File: src/rtl/axi_write_arb_pkg.sv
// Shared types and constants for the two-requester AXI4 write arbiter.
// Holds requester count/index width, the AW payload bundle and a one-hot helper.
package axi_write_arb_pkg;

    localparam int NUM_REQ   = 2;
    localparam int REQ_IDX_W = 1;
    localparam int AW_ADDR_W = 32;
    localparam int AW_ID_W   = 8;

    typedef struct packed {
        logic [AW_ADDR_W-1:0] addr;
        logic [2:0]           size;
        logic [7:0]           len;
        logic [1:0]           burst;
        logic [AW_ID_W-1:0]   id;
    } aw_payload_t;

    function automatic logic [NUM_REQ-1:0] req_onehot(
        input logic [REQ_IDX_W-1:0] idx
    );
        return NUM_REQ'(1) << idx;
    endfunction

endpackage

File: src/rtl/axi_write_2to1_arbiter_fifo.sv
// Small FIFO of requester indices recording AW grant order.
// Ports: aclk/aresetn, push/push_data, pop, full, empty, head (oldest entry).
module axi_arb_index_fifo
    import axi_write_arb_pkg::*;
#(
    parameter int DEPTH = 4,
    parameter int WIDTH = REQ_IDX_W
) (
    input  logic             aclk,
    input  logic             aresetn,
    input  logic             push,
    input  logic [WIDTH-1:0] push_data,
    input  logic             pop,
    output logic             full,
    output logic             empty,
    output logic [WIDTH-1:0] head
);

    localparam int PTR_W = $clog2(DEPTH);

    logic [WIDTH-1:0] mem [DEPTH];
    logic [PTR_W-1:0] wptr;
    logic [PTR_W-1:0] rptr;
    logic [PTR_W:0]   count;
    logic             push_ok;
    logic             pop_ok;

    // Pop is evaluated against the current count, so a pop on a full
    // FIFO does not make room for a push in the same cycle.
    assign push_ok = push && !full;
    assign pop_ok  = pop && !empty;
    assign full    = (count == (PTR_W+1)'(DEPTH));
    assign empty   = (count == '0);
    assign head    = mem[rptr];

    always_ff @(posedge aclk) begin
        if (push_ok) begin
            mem[wptr] <= push_data;
        end
    end

    always_ff @(posedge aclk or negedge aresetn) begin
        if (!aresetn) begin
            wptr  <= '0;
            rptr  <= '0;
            count <= '0;
        end else begin
            if (push_ok) begin
                wptr <= wptr + 1'b1;
            end
            if (pop_ok) begin
                rptr <= rptr + 1'b1;
            end
            unique case ({push_ok, pop_ok})
                2'b10:   count <= count + 1'b1;
                2'b01:   count <= count - 1'b1;
                default: count <= count;
            endcase
        end
    end

endmodule

File: src/rtl/axi_write_2to1_arbiter.sv
// Two-master to one-slave AXI4 write arbiter: round-robin AW with a
// registered output slot, W routed in grant order, B steered back by order.
// Ports: aclk/aresetn; s_axi_* per-requester slices (req 0 in low bits);
// m_axi_* single write port toward the width converter.
module axi_write_2to1_arbiter
    import axi_write_arb_pkg::*;
#(
    parameter int DATA_WIDTH      = 64,
    parameter int ADDR_WIDTH      = 32,
    parameter int ID_WIDTH        = 8,
    parameter int MAX_OUTSTANDING = 4
) (
    input  logic                            aclk,
    input  logic                            aresetn,

    input  logic [NUM_REQ*ADDR_WIDTH-1:0]   s_axi_awaddr,
    input  logic [NUM_REQ*3-1:0]            s_axi_awsize,
    input  logic [NUM_REQ*8-1:0]            s_axi_awlen,
    input  logic [NUM_REQ*2-1:0]            s_axi_awburst,
    input  logic [NUM_REQ*ID_WIDTH-1:0]     s_axi_awid,
    input  logic [NUM_REQ-1:0]              s_axi_awvalid,
    output logic [NUM_REQ-1:0]              s_axi_awready,

    input  logic [NUM_REQ*DATA_WIDTH-1:0]   s_axi_wdata,
    input  logic [NUM_REQ*DATA_WIDTH/8-1:0] s_axi_wstrb,
    input  logic [NUM_REQ-1:0]              s_axi_wlast,
    input  logic [NUM_REQ-1:0]              s_axi_wvalid,
    output logic [NUM_REQ-1:0]              s_axi_wready,

    output logic [ID_WIDTH-1:0]             s_axi_bid,
    output logic [1:0]                      s_axi_bresp,
    output logic [NUM_REQ-1:0]              s_axi_bvalid,
    input  logic [NUM_REQ-1:0]              s_axi_bready,

    output logic [ADDR_WIDTH-1:0]           m_axi_awaddr,
    output logic [2:0]                      m_axi_awsize,
    output logic [7:0]                      m_axi_awlen,
    output logic [1:0]                      m_axi_awburst,
    output logic [ID_WIDTH-1:0]             m_axi_awid,
    output logic                            m_axi_awvalid,
    input  logic                            m_axi_awready,

    output logic [DATA_WIDTH-1:0]           m_axi_wdata,
    output logic [DATA_WIDTH/8-1:0]         m_axi_wstrb,
    output logic                            m_axi_wlast,
    output logic                            m_axi_wvalid,
    input  logic                            m_axi_wready,

    input  logic [ID_WIDTH-1:0]             m_axi_bid,
    input  logic [1:0]                      m_axi_bresp,
    input  logic                            m_axi_bvalid,
    output logic                            m_axi_bready
);

    localparam int STRB_W = DATA_WIDTH / 8;

    logic                 slot_free;
    logic                 can_accept;
    logic                 aw_hs;
    logic                 w_pop;
    logic                 b_pop;
    logic                 wfull;
    logic                 wempty;
    logic                 bfull;
    logic                 bempty;
    logic [REQ_IDX_W-1:0] last_q;
    logic [REQ_IDX_W-1:0] gnt;
    logic [REQ_IDX_W-1:0] whead;
    logic [REQ_IDX_W-1:0] bhead;

    // The output slot can take a new request when it is empty or being
    // drained this cycle; both order FIFOs need room for the new entry.
    assign slot_free  = !m_axi_awvalid || m_axi_awready;
    assign can_accept = slot_free && !wfull && !bfull;

    // Round-robin: a contested cycle goes to whoever did not win last.
    always_comb begin
        gnt = '0;
        if (&s_axi_awvalid) begin
            gnt = ~last_q;
        end else begin
            gnt = REQ_IDX_W'(s_axi_awvalid[1]);
        end
    end

    assign s_axi_awready = can_accept ? (req_onehot(gnt) & s_axi_awvalid)
                                      : '0;
    assign aw_hs         = |(s_axi_awready & s_axi_awvalid);

    // Registered AW slot; a fresh grant may reload it in the same cycle
    // the converter takes the current one.
    always_ff @(posedge aclk or negedge aresetn) begin
        if (!aresetn) begin
            m_axi_awvalid <= 1'b0;
            m_axi_awaddr  <= '0;
            m_axi_awsize  <= '0;
            m_axi_awlen   <= '0;
            m_axi_awburst <= '0;
            m_axi_awid    <= '0;
            last_q        <= REQ_IDX_W'(1);
        end else if (aw_hs) begin
            m_axi_awvalid <= 1'b1;
            m_axi_awaddr  <= s_axi_awaddr[int'(gnt)*ADDR_WIDTH +: ADDR_WIDTH];
            m_axi_awsize  <= s_axi_awsize[int'(gnt)*3 +: 3];
            m_axi_awlen   <= s_axi_awlen[int'(gnt)*8 +: 8];
            m_axi_awburst <= s_axi_awburst[int'(gnt)*2 +: 2];
            m_axi_awid    <= s_axi_awid[int'(gnt)*ID_WIDTH +: ID_WIDTH];
            last_q        <= gnt;
        end else if (m_axi_awready) begin
            m_axi_awvalid <= 1'b0;
        end
    end

    // W path: only the requester at the head of the grant order is
    // connected; everyone else sees wready low until their turn.
    assign m_axi_wdata  = s_axi_wdata[int'(whead)*DATA_WIDTH +: DATA_WIDTH];
    assign m_axi_wstrb  = s_axi_wstrb[int'(whead)*STRB_W +: STRB_W];
    assign m_axi_wlast  = s_axi_wlast[whead];
    assign m_axi_wvalid = !wempty && s_axi_wvalid[whead];
    assign s_axi_wready = (!wempty && m_axi_wready) ? req_onehot(whead)
                                                    : '0;
    assign w_pop        = m_axi_wvalid && m_axi_wready && m_axi_wlast;

    // B path: the slave answers in AW order, so the B FIFO head names
    // the owner. A response with no outstanding burst is never accepted.
    assign s_axi_bid    = m_axi_bid;
    assign s_axi_bresp  = m_axi_bresp;
    assign s_axi_bvalid = (m_axi_bvalid && !bempty) ? req_onehot(bhead)
                                                    : '0;
    assign m_axi_bready = !bempty && s_axi_bready[bhead];
    assign b_pop        = m_axi_bvalid && m_axi_bready;

    axi_arb_index_fifo #(
        .DEPTH (MAX_OUTSTANDING),
        .WIDTH (REQ_IDX_W)
    ) u_w_order (
        .aclk      (aclk),
        .aresetn   (aresetn),
        .push      (aw_hs),
        .push_data (gnt),
        .pop       (w_pop),
        .full      (wfull),
        .empty     (wempty),
        .head      (whead)
    );

    axi_arb_index_fifo #(
        .DEPTH (MAX_OUTSTANDING),
        .WIDTH (REQ_IDX_W)
    ) u_b_order (
        .aclk      (aclk),
        .aresetn   (aresetn),
        .push      (aw_hs),
        .push_data (gnt),
        .pop       (b_pop),
        .full      (bfull),
        .empty     (bempty),
        .head      (bhead)
    );

endmodule

File: config.mk
export PLATFORM = sky130hd
export DESIGN_NAME = axi_write_2to1_arbiter
export DESIGN_NICKNAME = d
export VERILOG_FILES = /design/src/rtl/axi_write_arb_pkg.sv /design/src/rtl/axi_write_2to1_arbiter_fifo.sv /design/src/rtl/axi_write_2to1_arbiter.sv
export SDC_FILE = /design/constraint.sdc
export NUM_CORES = 1
export LEC_CHECK = 0
export CELL_PAD_IN_SITES_DETAIL_PLACEMENT = 0
export CELL_PAD_IN_SITES_GLOBAL_PLACEMENT = 1
export CORE_AREA = 2 2 164 166
export CTS_BUF_LIST = sky130_fd_sc_hd__clkbuf_8
export DETAILED_ROUTE_END_ITERATION = 8
export DIE_AREA = 0 0 166 168
export PLACE_DENSITY = 0.76
export SLEW_MARGIN = 25
export SYNTH_ARGS = -nofsm -noshare
export SYNTH_HDL_FRONTEND = slang
export SYNTH_HIERARCHICAL = 1
export SYNTH_SLANG_ARGS = --single-unit
File: constraint.sdc
create_clock -name aclk -period 3.02 [get_ports aclk]
set_clock_uncertainty 0.15 [all_clocks]
set_input_delay 0.604 -clock aclk [delete_from_list [all_inputs] [get_ports aclk]]
set_output_delay 0.604 -clock aclk [all_outputs]
set_load 0.01 [all_outputs]
==> metrics.txt <==
run status complete, but fails checks; violations in the final reports setup timing; synthesized area divided by synthesized cell count ~13 um2; count of nets left with antenna violations after detail routing 0; post-cts hold buffer count 0; Setup crit start u_w_order/rptr[0]; worst hold margin approximately 88 ps; final setup vio count 39; Die Y 168 um; filler-free cell count of the finished design between 1000 and 1500; drt first pass iters 4; number of buffers created by CTS 9; setup TNS -2738 ps; maximum vdd ir drop ~560 uV; transition at the pin with the smallest max-transition slack between 600 and 700 ps; class of the most critical setup path reg2out; full die area 27890 um2; Total Routed Length 21.99 mm; detailed placer's ending HPWL 17.16 mm; Core ar. 26350 um2; Max Cap Viol 0; RSZ-0062 raised after global routing true; Yosys top cell by area dfrtp_1; fraction of post-synthesis cell area in the top cell type by area 0.3375; maximum number of pins on one net before global-route repair 70; largest cells by area after synthesis dfrtp_1, mux2_2, a2bb2oi_2, o32ai_1, edfxtp_1; CP startpoint kind flip-flop; vias in the first global route 5205; share of cells above drive strength 1 0.3224; pins over their slew limit 0; number of remaining DRC errors 0; buffers from clock root to sink, at most 2; number of top-level design ports roughly 420; required arrival time at the worst endpoint ~2300 ps; critical path data arrival time approximately 2400 ps; # fillers approximately 2700; global-route wire length before repair between 30 and 40 mm; post-synthesis to final-layout area growth 89.75%; final worst path period share 1.030; row count 60; TritonCTS clock tree yes; number of synthesized register bits 77; clock-pin slew of the registers on the worst-case setup and hold paths 80 ps; antenna violations before repair 5; vias per cell 4.356; Hold Fails Final Rpt 0; sequential fraction of the synthesis area 0.3903; placed instance count between 1000 and 1500; total global routing overflow 0; number of instances in the synthesized netlist between 300 and 400; total number of nets in the final design roughly 1100; WL per Instance just under 20 um; Reg2Reg Launch Point u_w_order/rptr[0]; count of distinct cell types in the synthesized netlist 41; Port Buf Inserts 397; GRT Util Overall 0.1511; PnR worst setup slack -90.36 ps; post-layout min period 3110 ps; maximum clock frequency between 0.3 and 0.4 GHz; Power Density roughly 880 nW/um2; Static Leak ~3.7 nW; worst relative slew slack 0.5955; nets in the synthesized netlist 677; mapped cell area 5042 um2; root buffer cell clkbuf_8; final RePlAce weighted congestion 0.7811; endpoint class of the critical path output pin; Post-Place Setup Slack -27.42 ps; effective utilization at floorplan 0.1914; detailed router's first-iteration violation count between 100 and 150; Ys Warns 6; clock sinks 77; Hold Crit Class in2async; chip width 166 um; via count of the routed design between 4000 and 5000; source-to-sink clock delay at the later pin of the worst-skew pair 360 ps; # H-tree levels 3; largest driver fanout on the critical path 7
[metrics by stage]
stage	utilization	power, mW	instance area (um2)
after floorplan	-	5.093	5042
after global placement	0.3556	7.565	9370
after detailed placement	0.3556	7.617	9370
after CTS	0.3612	8.526	9517
after global routing	0.3631	9.004	9568
final	0.3631	8.455	9568
[report_power, final]
part / total [mW] / leakage, nW / internal (mW) / switching [mW]
Combinational: 5.81 / 2.77 / 3.37 / 2.44
Clock: 0.710 / 0.0930 / 0.312 / 0.397
Sequential: 1.94 / 0.836 / 1.55 / 0.384
Total: 8.46 / 3.70 / 5.23 / 3.22
[critical path, stage by stage, from the launching register on]
cell	delay, ps
dfrtp_1	380
mux4_4	700
buf_4	190
buf_16	140
mux2_2	280
dlygate4sd2_1	290
[per-layer routing]
metal / vias up / part of all wire / track usage / wire (um)
met4: 4 / 0.022 / 0.06541 / 492
met2: 226 / 0.54 / 0.2804 / 11850
met5: - / 0.0011 / 0 / 25
met3: 30 / 0.065 / 0.03879 / 1437
li1: 2305 / - / - / -
met1: 2379 / 0.37 / 0.1619 / 8183
[placed cells by master, fill, tap and decap left out, drive strengths merged, types with 8 or more instances in the layout]
| master | netlist | final |
|---|---|---|
| mux2 | 75 | 75 |
| dfrtp | 68 | 68 |
| clkdlybuf4s15 | 0 | 9 |
| o32ai | 53 | 53 |
| inv | 14 | 15 |
| dlygate4sd2 | 0 | 15 |
| ha | 10 | 10 |
| a2bb2oi | 53 | 53 |
| clkdlybuf4s50 | 0 | 319 |
| and2 | 9 | 9 |
| buf | 32 | 83 |
| edfxtp | 8 | 8 |
| clkbuf | 14 | 12 |
[area by class of cell]
type                    count  area, um2  area share
diodes                      3      7.507   0.0007846
clock buffers              10      137.6     0.01438
clock inverters             6      31.28    0.003269
inverters                  14      52.55    0.005492
multi-input cells         255       2793      0.2919
flip-flops and latches     77       1968      0.2057
well taps                 341      426.7     0.04459
repair buffers            429       4151      0.4339
[synth_stat cells, drive strengths merged]
cell	instances
a21bo	1
mux2	75
ha	10
inv	14
nor2	7
and3	1
nand2	4
nand2b	1
mux4	2
and2	9
dfstp	1
o32ai	53
o21ai	3
a2bb2oi	53
nor2b	4
a31oi	2
nor4	1
nor3b	4
dfrtp	68
edfxtp	8
nor3	4
clkbuf	14
xor2	6
fa	2
and3b	2
xnor2	6
buf	32
or2	1
mux2i	2
o31a	2
[worst paths after layout]
kind                                      end  cells past startpoint  slack, ps
setup / recovery               m_axi_wdata[3]                      5        -90
hold reg to reg             u_b_order/rptr[1]                      1        340
min in group aclk           u_b_order/rptr[1]                      1        340
max in group asynchronous  u_w_order/count[1]                      2       2300
setup reg to reg           u_w_order/count[2]                     13        -90
hold / removal               m_axi_awaddr[27]                      2         90
[cells by family (layout without fill, tap and decap cells)]
logic type,after synthesis,count (layout),synth area share
muxes,79,79,0.1819
xor gates and xnor gates,12,12,0.02084
other,0,3,0
DFF,77,77,0.3903
adders and majority gates,12,12,0.03275
AOI/OAI and AO/OA,114,114,0.2563
buffers and inverters,60,459,0.06402
and+or+nand+nor,38,38,0.05385
[state kept, by name, summed over array words and instances (netlist names)]
| name | count |
|---|---|
| u_w_order/count | 3 |
| m_axi_awburst | 2 |
| m_axi_awvalid | 1 |
| u_w_order/rptr | 2 |
| m_axi_awlen | 8 |
| u_w_order/mem | 4 |
| u_b_order/wptr | 2 |
| m_axi_awaddr | 32 |
| u_b_order/count | 3 |
| u_b_order/rptr | 2 |
| last_q | 1 |
| m_axi_awid | 8 |
| u_w_order/wptr | 2 |
| u_b_order/mem | 4 |
| m_axi_awsize | 3 |
[what timing repair did]
item | in CTS | in global routing
cloned | 4 | 0
endpoints found under the hold margin | 0 | 0
endpoints found under the setup margin | 77 | 79
setup buffers | 8 | 3
pin swaps | 6 | 5
resized for setup | 255 | 23
Note: power is estimated with default switching activity, not from simulation.
